==> src/rtl/common_pkg.sv <==
// Shared types for the array-controller front end: instruction word and issuer FSM states.
package common_pkg;

    typedef struct packed {
        logic [7:0]  opcode;
        logic [23:0] operand;
    } instruction_t;

    typedef enum logic [0:0] {
        IDLE  = 1'b0,
        ISSUE = 1'b1
    } issuer_state_e;

    localparam int ISSUER_DEPTH_DEFAULT = 16;

endpackage

==> src/rtl/inst_fifo.sv <==
// Synchronous instruction FIFO with wrap-bit pointers and occupancy output.
// With INST_ISSUER_LOOP_EN, pointers and a random-access peek port are exposed for batch replay.
module inst_fifo
    import common_pkg::*;
#(
    parameter int DEPTH = ISSUER_DEPTH_DEFAULT
) (
    input  logic                       clk_i,
    input  logic                       rst_ni,
    input  logic                       flush,
    input  logic                       wr_en,
    input  instruction_t               wr_data,
    input  logic                       rd_en,
    output instruction_t               rd_data,
    output logic                       empty,
    output logic                       full,
`ifdef INST_ISSUER_LOOP_EN
    output logic [$clog2(DEPTH):0]     rd_ptr,
    output logic [$clog2(DEPTH):0]     wr_ptr,
    input  logic [$clog2(DEPTH):0]     peek_ptr,
    output instruction_t               peek_data,
`endif
    output logic [$clog2(DEPTH):0]     level
);

    localparam int AW = $clog2(DEPTH);
    localparam int PW = AW + 1;
    localparam logic [PW-1:0] PTR_ONE = {{(PW-1){1'b0}}, 1'b1};

    instruction_t  mem_r [DEPTH];
    logic [PW-1:0] wr_ptr_r;
    logic [PW-1:0] rd_ptr_r;
    logic          wr_ok_s;
    logic          rd_ok_s;

    assign empty   = (wr_ptr_r == rd_ptr_r);
    assign full    = (wr_ptr_r[AW] != rd_ptr_r[AW]) && (wr_ptr_r[AW-1:0] == rd_ptr_r[AW-1:0]);
    assign level   = wr_ptr_r - rd_ptr_r;
    assign rd_data = mem_r[rd_ptr_r[AW-1:0]];
    assign wr_ok_s = wr_en && !full && !flush;
    assign rd_ok_s = rd_en && !empty && !flush;

`ifdef INST_ISSUER_LOOP_EN
    assign rd_ptr    = rd_ptr_r;
    assign wr_ptr    = wr_ptr_r;
    assign peek_data = mem_r[peek_ptr[AW-1:0]];
`endif

    // Storage array write port.
    always_ff @(posedge clk_i) begin
        if (wr_ok_s) begin
            mem_r[wr_ptr_r[AW-1:0]] <= wr_data;
        end
    end

    // Pointer update; flush returns both pointers to zero.
    always_ff @(posedge clk_i or negedge rst_ni) begin
        if (!rst_ni) begin
            wr_ptr_r <= {PW{1'b0}};
            rd_ptr_r <= {PW{1'b0}};
        end else if (flush) begin
            wr_ptr_r <= {PW{1'b0}};
            rd_ptr_r <= {PW{1'b0}};
        end else begin
            if (wr_ok_s) begin
                wr_ptr_r <= wr_ptr_r + PTR_ONE;
            end
            if (rd_ok_s) begin
                rd_ptr_r <= rd_ptr_r + PTR_ONE;
            end
        end
    end

endmodule

==> src/rtl/inst_issuer.sv <==
// Instruction issuer: buffers a host batch and issues it over valid/ready to the array controller.
// Optional INST_ISSUER_LOOP_EN adds loop_cnt_i and replays the batch loop_cnt_i+1 times.
module inst_issuer
    import common_pkg::*;
#(
    parameter int DEPTH = ISSUER_DEPTH_DEFAULT,
    parameter int CNT_W = 32
) (
    input  logic                         clk_i,
    input  logic                         rst_ni,
    input  logic [$bits(instruction_t)-1:0] host_inst_i,
    input  logic                         host_valid_i,
    output logic                         host_ready_o,
    input  logic                         go_i,
    input  logic                         flush_i,
`ifdef INST_ISSUER_LOOP_EN
    input  logic [7:0]                   loop_cnt_i,
`endif
    output logic [$bits(instruction_t)-1:0] inst_o,
    output logic                         inst_valid_o,
    input  logic                         inst_ready_i,
    output logic                         busy_o,
    output logic                         done_o,
    output logic [$clog2(DEPTH):0]       level_o,
    output logic [CNT_W-1:0]             issued_cnt_o
);

    localparam int PW = $clog2(DEPTH) + 1;

    issuer_state_e    state_r;
    instruction_t     slot_r;
    logic             slot_valid_r;
    logic             busy_r;
    logic             done_r;
    logic [CNT_W-1:0] cnt_r;

    logic             fifo_empty_s;
    logic             fifo_full_s;
    logic             wr_en_s;
    logic             rd_en_s;
    logic             handshake_s;
    logic             slot_free_s;
    logic             load_s;
    logic             batch_end_s;
    logic             go_s;
    instruction_t     head_s;
    instruction_t     load_data_s;
    logic [PW-1:0]    level_s;

    assign handshake_s = slot_valid_r && inst_ready_i;
    assign slot_free_s = !slot_valid_r || handshake_s;
    assign go_s        = go_i && (state_r == IDLE) && !fifo_empty_s && !flush_i;
    assign wr_en_s     = host_valid_i && host_ready_o && !flush_i;

`ifdef INST_ISSUER_LOOP_EN
    localparam logic [PW-1:0] PTR_ONE = {{(PW-1){1'b0}}, 1'b1};

    logic [PW-1:0] fifo_rd_ptr_s;
    logic [PW-1:0] fifo_wr_ptr_s;
    logic [PW-1:0] rep_ptr_r;
    logic [PW-1:0] end_ptr_r;
    logic [7:0]    passes_left_r;
    logic          final_pass_s;
    logic          pass_end_s;
    instruction_t  peek_data_s;

    assign final_pass_s = (passes_left_r == 8'd0);
    assign pass_end_s   = (rep_ptr_r == end_ptr_r);
    assign batch_end_s  = final_pass_s && pass_end_s;
    assign load_s       = (state_r == ISSUE) && !flush_i && !pass_end_s && slot_free_s;
    // FIFO entries are only consumed on the last pass; earlier passes just walk the replay pointer.
    assign rd_en_s      = load_s && final_pass_s;
    assign host_ready_o = !fifo_full_s && (state_r != ISSUE);
    assign load_data_s  = peek_data_s;

    // Replay pointer, batch end snapshot and remaining pass count.
    always_ff @(posedge clk_i or negedge rst_ni) begin
        if (!rst_ni) begin
            rep_ptr_r     <= {PW{1'b0}};
            end_ptr_r     <= {PW{1'b0}};
            passes_left_r <= 8'd0;
        end else if (flush_i) begin
            rep_ptr_r     <= {PW{1'b0}};
            end_ptr_r     <= {PW{1'b0}};
            passes_left_r <= 8'd0;
        end else if (go_s) begin
            rep_ptr_r     <= fifo_rd_ptr_s;
            end_ptr_r     <= fifo_wr_ptr_s;
            passes_left_r <= loop_cnt_i;
        end else if (state_r == ISSUE) begin
            if (load_s) begin
                rep_ptr_r <= rep_ptr_r + PTR_ONE;
            end else if (pass_end_s && !final_pass_s) begin
                rep_ptr_r     <= fifo_rd_ptr_s;
                passes_left_r <= passes_left_r - 8'd1;
            end
        end
    end
`else
    assign batch_end_s  = fifo_empty_s;
    assign load_s       = (state_r == ISSUE) && !flush_i && !fifo_empty_s && slot_free_s;
    assign rd_en_s      = load_s;
    assign host_ready_o = !fifo_full_s;
    assign load_data_s  = head_s;
`endif

    inst_fifo #(
        .DEPTH (DEPTH)
    ) u_fifo (
        .clk_i     (clk_i),
        .rst_ni    (rst_ni),
        .flush     (flush_i),
        .wr_en     (wr_en_s),
        .wr_data   (instruction_t'(host_inst_i)),
        .rd_en     (rd_en_s),
        .rd_data   (head_s),
        .empty     (fifo_empty_s),
        .full      (fifo_full_s),
`ifdef INST_ISSUER_LOOP_EN
        .rd_ptr    (fifo_rd_ptr_s),
        .wr_ptr    (fifo_wr_ptr_s),
        .peek_ptr  (rep_ptr_r),
        .peek_data (peek_data_s),
`endif
        .level     (level_s)
    );

    // Issue FSM with registered busy and done flags.
    always_ff @(posedge clk_i or negedge rst_ni) begin
        if (!rst_ni) begin
            state_r <= IDLE;
            busy_r  <= 1'b0;
            done_r  <= 1'b0;
        end else begin
            done_r <= 1'b0;
            if (flush_i) begin
                state_r <= IDLE;
                busy_r  <= 1'b0;
            end else begin
                case (state_r)
                    IDLE: begin
                        if (go_s) begin
                            state_r <= ISSUE;
                            busy_r  <= 1'b1;
                        end
                    end
                    ISSUE: begin
                        if (batch_end_s && slot_free_s) begin
                            state_r <= IDLE;
                            busy_r  <= 1'b0;
                            done_r  <= 1'b1;
                        end
                    end
                    default: begin
                        state_r <= IDLE;
                        busy_r  <= 1'b0;
                    end
                endcase
            end
        end
    end

    // Output slot: holds its word until the controller accepts it, even across a flush.
    always_ff @(posedge clk_i or negedge rst_ni) begin
        if (!rst_ni) begin
            slot_r       <= '{opcode: 8'h00, operand: 24'h000000};
            slot_valid_r <= 1'b0;
        end else if (load_s) begin
            slot_r       <= load_data_s;
            slot_valid_r <= 1'b1;
        end else if (handshake_s) begin
            slot_valid_r <= 1'b0;
        end
    end

    // Saturating handshake counter, cleared when a batch starts.
    always_ff @(posedge clk_i or negedge rst_ni) begin
        if (!rst_ni) begin
            cnt_r <= {CNT_W{1'b0}};
        end else if (go_s) begin
            cnt_r <= {CNT_W{1'b0}};
        end else if (handshake_s && (cnt_r != {CNT_W{1'b1}})) begin
            cnt_r <= cnt_r + {{(CNT_W-1){1'b0}}, 1'b1};
        end
    end

    assign inst_o       = slot_r;
    assign inst_valid_o = slot_valid_r;
    assign busy_o       = busy_r;
    assign done_o       = done_r;
    assign level_o      = level_s;
    assign issued_cnt_o = cnt_r;

endmodule

==> config.mk <==
export PLATFORM = sky130hd
export DESIGN_NAME = inst_issuer
export DESIGN_NICKNAME = d
export VERILOG_FILES = /design/src/rtl/common_pkg.sv /design/src/rtl/inst_fifo.sv /design/src/rtl/inst_issuer.sv
export SDC_FILE = /design/constraint.sdc
export NUM_CORES = 1
export LEC_CHECK = 0
export BUFFER_PORTS_ARGS = -buffer_cell sky130_fd_sc_hd__buf_4
export CAP_MARGIN = 10
export CORE_MARGIN = 4
export CORE_UTILIZATION = 50
export CTS_BUF_LIST = sky130_fd_sc_hd__clkbuf_8 sky130_fd_sc_hd__clkbuf_16
export DETAILED_ROUTE_END_ITERATION = 10
export PLACE_DENSITY = 0.78
export SLEW_MARGIN = 20
export SYNTH_ARGS = -nofsm -noshare
export SYNTH_HDL_FRONTEND = slang
export SYNTH_SLANG_ARGS = --single-unit
==> constraint.sdc <==
create_clock -name clk_i -period 5.7 [get_ports clk_i]
set_input_delay 0.57 -clock clk_i [delete_from_list [all_inputs] [get_ports clk_i]]
set_output_delay 0.57 -clock clk_i [all_outputs]
set_load 0.02 [all_outputs]
======== Yosys cells after proc, flatten, opt, wreduce, memory -nomap -nowiden ========
Memories as Yosys holds them, arrays and structs flattened. A register that Yosys moved wholly into a read port is not among the register bits.
Cells that the tools add are included.
Widths: inputs -> output; s select.
operators by class
  add/sub/neg operators ................... 4
  eq/ne operators ......................... 6
  multiplexer cells ....................... 21
  bitwise gates (word level) .............. 1
  reduce and logical (&&, ||, !) cells .... 27
operator list
  cell                   count
  $mux 32                2
  $add 32x1->32 const B  1
  $ne 32x32->1 const B   1
  $mux 5                 4
  $logic_and 1x1->1      16
  $mux 1                 13
  $add 5x1->5 const B    2
  $reduce_bool 2->1      4
  $eq 5x5->1             1
  $logic_not 1->1        5
  $sub 5x5->5            1
  $eq 4x4->1             1
  $pmux 1 s2             2
  $ne 3x2->1 const B     1
  $ne 3x3->1 const B     1
  $reduce_and 2->1       1
  $logic_or 1x1->1       1
  $ne 1x1->1             1
  $not 1->1              1
word-level totals
  flip-flop bits (word level) ............. 46
  bits in writable memories ............... 512
  logic and storage cells ................. 67
  memories ................................ 1
memories
  memory        depth  width  read ports  clocked after memory_dff  write ports  RTL line         text
  u_fifo.mem_r  16     32     1           1                         1            inst_fifo.sv:30  instruction_t mem_r [DEPTH];

======== Logic depth before layout (Yosys ltp) ========
Gate-level depths: netlist (run 1).
  word-level depth ........................ 9
  gate-level depth with buffers ........... 11

======== Hierarchy ========
Synthesis (run 1) repeated with hierarchy kept, for this count alone.
unflattened totals
  cells, all modules ...................... 1319
  area total of the unflattened synthesis .. 23577.6 µm²
modules (own cells, without submodules)
  module       instances  cells each  area an instance (µm²)
  inst_fifo    1          1025        20289.5
  inst_issuer  1          294         3288.2

======== Least setup slack after synthesis (run 1) ========
Ideal clock, no wire load.
  kind .................................... register to register
  start point ............................. register u_fifo.rd_ptr_r[2]
  end point ............................... memory u_fifo.mem_r[0][0] in the netlist's numbering (enable)
  setup time .............................. 0.461 ns
  data arrival time ....................... 4.410 ns
  path slack .............................. 0.829 ns
  cell stages (with the launch flop) ...... 10
  buffers on the path ..................... 2
  clock period less this slack ............ 4.871 ns
  path through ............................ dfrtp_1 clkinv_1 clkbuf_1 buf_1 ha_1 nand4_1 o21ai_1 nor2_1 nand2_1 nor3_1
between the ends
  word-level cells in the longest chain between the ends .. 9
ends and longest elaborated chain
  element                             RTL line                             text
  start, declared                     inst_fifo.sv:32                      logic [PW-1:0] rd_ptr_r;
  start signal, assigned              inst_fifo.sv:60                      rd_ptr_r <= {PW{1'b0}};
  start signal, assigned              inst_fifo.sv:63                      rd_ptr_r <= {PW{1'b0}};
  start signal, assigned              inst_fifo.sv:69                      rd_ptr_r <= rd_ptr_r + PTR_ONE;
  $eq 4x4->1 (*)                      inst_fifo.sv:37                      assign full = (wr_ptr_r[AW] != rd_ptr_r[AW]) && (wr_ptr_r[AW-1:0] == rd_ptr_r[AW-1:0]);
  $logic_and 1x1->1 (*)               inst_fifo.sv:37
  $logic_not 1->1 (*)                 inst_fifo.sv:40, inst_issuer.sv:103
  $logic_and 1x1->1 (2 in a row)      inst_issuer.sv:53                    assign wr_en_s = host_valid_i && host_ready_o && !flush_i;
  $logic_and 1x1->1 (*) (2 in a row)  inst_fifo.sv:40                      assign wr_ok_s = wr_en && !full && !flush;
  $mux 1 (*)                          inst_fifo.sv:51                      if (wr_ok_s) begin
  $mux 1 (not written as such) (*)    inst_fifo.sv:52                      mem_r[wr_ptr_r[AW-1:0]] <= wr_data;
  end, declared                       inst_fifo.sv:30
Every way passes the cells marked *; elsewhere a longest branch is shown, timed or not.

======== Worst setup path after layout (run 1) ========
  start point ............................. register u_fifo.rd_ptr_r[2]
  end point ............................... register, netlist name inst_o[26]
between the ends
  word-level cells in the longest chain between the ends .. 4
ends and longest elaborated chain
  element                         RTL line            text
  $eq 5x5->1                      inst_fifo.sv:36     assign empty = (wr_ptr_r == rd_ptr_r);
  $logic_not 1->1                 inst_issuer.sv:101  assign load_s = (state_r == ISSUE) && !flush_i && !fifo_empty_s && slot_free_s;
  $logic_and 1x1->1 (2 in a row)  inst_issuer.sv:101
Several ways; a longest one is shown, not always the timed one.
A chain may end at the register's enable or synchronous reset.

==> impl_metrics.csv, run 1 <==
group,metric,value,unit
job,drv_cap,0,
placement,routabilityCongestion,0.864,
grt,grt_use_met1,29.4,%
timing,post-route-period-util,60.6,%
synthesis,syn-instance-count,1161,
timing,whs,0.240,ns
worst_setup_path,worst_ep_arrival_time,3.94,ns
synthesis,synth_xor_area_share,0.795,%
synthesis,synthMuxAreaShare,15.3,%
finish,final_common_cell,"edfxtp_1",
route,via_count,12100,
power,max-vdd-ir-drop,0.372,mV
synthesis,synth_nets,1210,
worst_setup_path,crit_path_max_fanout,32,
floorplan,io_pins,111,
worst_setup_path,criticalPathCategory,"register to register",
synthesis,synth_top_family_by_area,"multiplexers",
finish,nets,1347,
floorplan,coreArea,45600,um^2
route,wirelength,52.1,mm
floorplan,rows,78,
power,leakage,9.31,nW
clock_network,insertion_delay,0.63,ns
grt,grt_start_max_net_pins,73,
placement,dp_hpwl,27.6,mm
synthesis,ys_seq_area_share,74.9,%
grt,grt_pass1_vias,12400,
power,p_sw,2.18,mW
timing,layout_setup_ws,2.25,ns
floorplan,fp.dieH,223,um
clock_network,cts_tree,"yes",
power,power_frac_comb,7.8,%
synthesis,syn-cell-area,23100,um^2
route,dr.first_iter.drc_count,1410,
synthesis,async_flop_share,13.2,%
power,powerDensity,359,nW/um^2
synthesis,yosysTopAreaCell,"edfxtp_1",
route,detail-route-antenna-nets,0,
placement,place_ws,2.27,ns
route,remaining_drc_errors,0,
floorplan,die_area,49700,um^2
placement,postPlaceCellArea,24700,um^2
worst_setup_path,crit_required,6.19,ns
placement,dp.cells,1838,
timing,relSlewSlack,26.9,%
power,intPower,7.42,mW
clock_network,cts_buffers,57,
timing,final.setup_skew,0.0339,ns
min_path,hp-class,"input port to register",
finish,fin_util,58.7,%
route,vias_per_cell,6.20,
grt,gr-usage-met2,34.1,%
synthesis,synth_seq_cells,590,
power,pwr-share-clk,40.4,%
clock_network,cts_htree_levels,2,
timing,tightest_slew,1.10,ns
grt,grt-ovfl-total,0,
synthesis,synth_area_leaders,"edfxtp_1 (66%), mux4_2 (12%), dfrtp_1 (8.4%)",
synthesis,syn_avg_cell_area,19.9,um^2
clock_network,clk_pin_slew,0.06,ns
synthesis,yosys.area_share.simple,3.90,%
grt,grt_pass1_wl,78.8,mm
timing,hold_viol,0,
finish,syn2layout_area_growth,15.6,%
power,swShare,22.7,%
finish,fin_cells,1946,
power,power_frac_seq,51.8,%
grt,met3_usage,4.22,%
floorplan,fp.dieW,223,um
worst_setup_path,start_kind,"register",
finish,drive_gt1_share,29.2,%
power,total_power,9.60,mW
synthesis,synthAdderAreaFrac,0.628,%
timing,setup_viol,0,
clock_network,clockBufferDepth,3,
finish,multiInputGateArea,5590,um^2
synthesis,synth_ff_type,"edfxtp_1",
clock_network,cts_sinks,590,
timing,max_freq,0.290,GHz
clock_network,cts-root-buf,"clkbuf_16",
route,wl_per_cell,26.8,um
timing,rsz0062_at_grt,"false",
finish,mostFrequentLayoutCells,"edfxtp_1 (512), buf_4 (136), mux4_2 (128)",
placement,io_buffers,110,
grt,grt.busiest_layer,"met2",
synthesis,yosysWarnings,0,
finish,fin_area,26700,um^2
synthesis,synth_compound_area_share,3.10,%
finish,fillers,3158,
synthesis,netlist.area_leader.share,66.5,%
finish,register_area,17300,um^2
timing,period_needed,3.45,ns
synthesis,synth_edf_count,512,
run_status,status,"completed",
route,dr.pass1.iters,5,
grt,gr-usage-all-layers,21.0,%
synthesis,ys_types,58,
timing,setup_tns,0,ns
clock_network,post-cts-setup-buffers,0,
grt,antenna_found_initial,1,
worst_setup_path,worst_setup_path_end_kind,"register",
floorplan,initial_utilization,50.7,%
timing,drv_slew,0,
==> power groups by stage <==
stage	registers, mW	clock network [mW]	logic, mW
4_1_cts	4.98	3.93	0.759
3_5_place_dp	5.06	0	0.755
5_1_grt	4.98	4.14	0.806
2_1_floorplan	5.16	0	0.231
6_report	4.98	3.88	0.747
3_3_place_gp	5.06	0	0.730
==> flip-flops by register name, indices dropped and copies added, names as in the netlist <==
name,flops
inst_o,32
u_fifo.rd_ptr_r,5
done_o,1
busy_o,1
inst_valid_o,1
issued_cnt_o,32
u_fifo.mem_r,512
u_fifo.wr_ptr_r,5
state_r,1
==> cell usage after synthesis, drive strengths merged, types with 2 or more instances <==
library cell / count
and4: 6
edfxtp: 512
nand4: 11
nand3: 15
mux2i: 65
or3: 8
and2: 6
clkbuf: 34
a21o: 2
nand2b: 5
a21oi: 21
inv: 9
ha: 10
a31oi: 2
o21ai: 11
xnor2: 18
buf: 24
a211oi: 6
a31o: 5
nor3: 7
xor2: 3
nor2: 41
nor4: 4
o221ai: 32
nand2: 65
a41o: 3
mux4: 128
o31ai: 5
dfrtp: 78
or4: 9
==> cells by family after synthesis <==
kind of cell             Yosys count
AND/OR/NAND/NOR                  181
flip-flops                       590
adder cells (fa/ha/maj)           11
XOR/XNOR                          21
multiplexers                     193
AO/OA/AOI/OAI                     96
buffers and inverters             69
==> worst max-delay path, cell delays in order (launching register included) <==
cell and delay (ns):
dfrtp_1 0.42, inv_4 0.27, ha_1 0.35, and4_1 0.25, a211oi_1 0.75, nand2_2 0.83, o221ai_1 0.47
==> layer usage <==
layer,vias up,wire length [um]
met1,6274,20400
li1,5035,-
met2,662,25700
met3,85,4690
met5,-,0
met4,0,1300
==> area by class of cell <==
type	instances	area share [%]
Clock buffer	65	5.79
Multi-Input combinational cell	502	20.9
Inverter	10	0.150
Sequential cell	590	64.8
Timing Repair Buffer	137	3.86
Tap cell	600	2.81
Clock inverter	41	1.62
Antenna cell	1	0.00936
==> final timing paths <==
path | from | endpoint | slack [ns] | cells after the start
worst max-delay path | u_fifo.rd_ptr_r[2]$_DFFE_PN0P_ | inst_o[26]$_DFFE_PN0P_ | 2.25 | 6
max in group asynchronous | rst_ni | u_fifo.rd_ptr_r[0]$_DFFE_PN0P_ | 3.97 | 3
worst max register to register | u_fifo.rd_ptr_r[2]$_DFFE_PN0P_ | inst_o[26]$_DFFE_PN0P_ | 2.25 | 6
worst min-delay path | host_inst_i[21] | u_fifo.mem_r[3][21]$_DFFE_PP_ | 0.24 | 1
min in group asynchronous | rst_ni | inst_o[18]$_DFFE_PN0P_ | 0.46 | 2
worst min register to register | inst_o[9]$_DFFE_PN0P_ | inst_o[9]$_DFFE_PN0P_ | 0.50 | 2
==> timing repair <==
item	CTS	global route
hold buffers	1	0
hold endpoints to repair	25	0
resized for setup	0	0
No activity file was read; power rests on OpenSTA's default activity.
==> run 2, diff against run 1 <==
--- a/config.mk
+++ b/config.mk
@@ -5,6 +5,7 @@
 export SDC_FILE = /design/constraint.sdc
 export NUM_CORES = 1
 export LEC_CHECK = 0
+export ABC_AREA = 1
 export BUFFER_PORTS_ARGS = -buffer_cell sky130_fd_sc_hd__buf_4
 export CAP_MARGIN = 10
 export CORE_MARGIN = 4
==> constraint.sdc (replaced) <==
create_clock -name clk_i -period 3.4 [get_ports clk_i]
set_input_delay 0.34 -clock clk_i [delete_from_list [all_inputs] [get_ports clk_i]]
set_output_delay 0.34 -clock clk_i [all_outputs]
set_load 0.02 [all_outputs]
==> run 2 against run 1 <==
  * Setup slack worse by 2.0 ns
  * Count of clock-buffer cells in the layout up 1
  * Global-route usage up 2.4 points
  * Wire length up 21%
  * Critical endpoint is now level_o[4]
  * Flip-flop and latch count unchanged
  * Sequential power up 67%
  * Sequential share of layout area down 3.7 points
  * Via count up 44%
  * Critical path type is now register to output port
  * First-iteration DRC count up 55%
  * Final area up 6.0%
  * Clock power up 66%
==> impl_metrics.csv, run 2 <==
group,metric,value,unit
worst_setup_path,worst_ep_arrival_time,2.77,ns
route,dr.pass1.iters,6,
power,intPower,12.3,mW
finish,fin_cells,3049,
grt,grt_start_max_net_pins,171,
clock_network,ctsResizeCount,0,
floorplan,rows,81,
finish,fillers,3768,
synthesis,netlist.area_leader.share,62.5,%
synthesis,yosysWarnings,0,
synthesis,syn-instance-count,2235,
finish,fin_area,28300,um^2
finish,largest_reg_flops,512,
finish,nets,2385,
power,leakage,10.9,nW
clock_network,post-cts-setup-buffers,0,
worst_setup_path,r2r_slack,0.40,ns
job,drv_cap,0,
route,wl_per_cell,20.7,um
floorplan,initial_utilization,50.5,%
floorplan,fp.dieH,230,um
finish,drive_gt1_share,11.7,%
synthesis,async_flop_share,13.2,%
power,swShare,23.5,%
synthesis,synth_ff_type,"edfxtp_1",
synthesis,synth_seq_cells,590,
placement,postPlaceCellArea,26400,um^2
floorplan,fp.dieW,230,um
finish,mostFrequentLayoutCells,"edfxtp_1 (512), nor2_1 (439), nand2_1 (415)",
floorplan,die_area,52800,um^2
worst_setup_path,crit_path_max_fanout,88,
timing,final.setup_skew,0.0238,ns
synthesis,synth_nets,2284,
synthesis,synth_top_family_by_area,"simple AND/OR/NAND/NOR gates",
floorplan,io_pins,111,
synthesis,syn-cell-area,24600,um^2
synthesis,ys_types,34,
run_status,status,"completed",
grt,grt_pass1_vias,17100,
worst_setup_path,criticalPathCategory,"register to output port",
route,detail-route-antenna-nets,0,
min_path,hp-class,"input port to register",
power,total_power,16.1,mW
timing,hold_viol,0,
synthesis,yosys.area_share.simple,18.3,%
placement,routabilityCongestion,0.897,
worst_setup_path,worst_r2r_path_depth,6,
timing,relSlewSlack,28.0,%
clock_network,cts_sinks,590,
placement,place_ws,0.428,ns
placement,dp_hpwl,33.7,mm
timing,period_needed,3.11,ns
clock_network,cts-root-buf,"clkbuf_16",
synthesis,synth_most_common_cell,"edfxtp_1",
clock_network,cts_tree,"yes",
synthesis,synth_area_leaders,"edfxtp_1 (62%), dfrtp_1 (7.9%), nor2_1 (7.0%)",
route,vias_per_cell,5.69,
grt,grt-ovfl-total,0,
worst_setup_path,worst_setup_path_end_kind,"output port",
timing,post-route-period-util,91.6,%
clock_network,cts_hold_buf,2,
route,dr.first_iter.drc_count,2192,
synthesis,synth_compound_area_share,6.21,%
synthesis,netlist_top_cells_count,"edfxtp_1 (512), nor2_1 (456), nand2_1 (415), o21ai_0 (218), nand3_1 (199)",
timing,tightest_slew,1.08,ns
route,remaining_drc_errors,0,
clock_network,cts_buffers,56,
synthesis,yosysTopAreaCell,"edfxtp_1",
synthesis,syn_avg_cell_area,11.0,um^2
power,pwr-share-clk,39.9,%
synthesis,ys_seq_area_share,70.4,%
grt,grt_pass1_wl,97.3,mm
synthesis,synth_edf_count,512,
worst_setup_path,crit_required,3.06,ns
power,powerDensity,568,nW/um^2
power,max-vdd-ir-drop,0.328,mV
placement,io_buffers,110,
clock_network,clk_pin_slew,0.07,ns
finish,final_common_cell,"edfxtp_1",
placement,dp.cells,2940,
synthesis,synthMuxAreaShare,0,%
timing,rsz0062_at_grt,"false",
synthesis,synth_xor_area_share,0.712,%
synthesis,synthAdderAreaFrac,0.590,%
timing,whs,0.0223,ns
finish,syn2layout_area_growth,15.1,%
timing,setup_viol,0,
timing,drv_slew,0,
route,via_count,17300,
clock_network,clockBufferDepth,3,
power,power_frac_comb,8.5,%
min_path,hold_depth,1,
timing,layout_setup_ws,0.286,ns
power,power_frac_seq,51.6,%
grt,antenna_found_initial,3,
grt,gr-usage-all-layers,23.4,%
power,p_sw,3.79,mW
clock_network,insertion_delay,0.62,ns
clock_network,cts_htree_levels,2,
worst_setup_path,start_kind,"register",
timing,max_freq,0.321,GHz
floorplan,coreArea,48700,um^2
route,wirelength,63.0,mm
run 2: layout make-up:
cell class	count	area (um^2)	area share, %
repair buffers	155	1320	4.67
flip-flops and latches	590	17300	61.2
multi-input cells	1417	6480	22.9
diodes	1	2.50	0.00883
well taps	664	831	2.93
clock buffers	66	1550	5.47
inverters	116	442	1.56
clock inverters	40	372	1.31
run 2: kinds of logic (layout without fill, tap and decap cells):
family / after synthesis / in the layout
AOI/OAI and AO/OA: 289 / 289
xor gates and xnor gates: 20 / 20
and+or+nand+nor: 1097 / 1097
DFF: 590 / 590
adders and majority gates: 11 / 11
other: 0 / 1
buffers and inverters: 228 / 377
run 2: stage by stage:
stage | util [%] | TNS [ns]
2_1_floorplan | - | -168.74
3_3_place_gp | 54.1 | 0
3_5_place_dp | 54.1 | 0
4_1_cts | 58.1 | 0
5_1_grt | 58.1 | 0
6_report | 58.1 | 0
run 2: routing by layer:
layer	GRT usage (%)	share of wire, %	vias up
met5	0	0.032	-
met4	7.56	3.0	4
met3	4.39	9.2	162
met2	38.4	48	872
met1	31.9	40	8461
li1	-	-	7838
run 2: path summary, 6_finish.rpt:
check / startpoint / endpoint
setup / recovery: u_fifo.rd_ptr_r[1]$_DFFE_PN0P_ / level_o[4]
hold / removal: host_inst_i[18] / u_fifo.mem_r[0][18]$_DFFE_PP_
setup reg to reg: u_fifo.rd_ptr_r[1]$_DFFE_PN0P_ / inst_o[2]$_DFFE_PN0P_
hold reg to reg: state_r$_DFF_PN0_ / done_o$_DFF_PN0_
max in group asynchronous: rst_ni / inst_o[25]$_DFFE_PN0P_
min in group asynchronous: rst_ni / u_fifo.wr_ptr_r[4]$_DFFE_PN0P_
run 2: worst max-delay path, stage by stage (launching register included):
cell,delay [ns]
dfrtp_4,0.48
buf_4,0.44
fa_1,0.58
o21ai_0,0.25
xor2_1,0.24
buf_4,0.18
run 2: power by group through the flow:
stage	clock [mW]	sequential [mW]	combinational, mW
3_3_place_gp	0	8.46	1.31
2_1_floorplan	0	8.63	0.483
5_1_grt	6.78	8.33	1.50
4_1_cts	6.47	8.31	1.38
3_5_place_dp	0	8.46	1.36
6_report	6.43	8.32	1.36
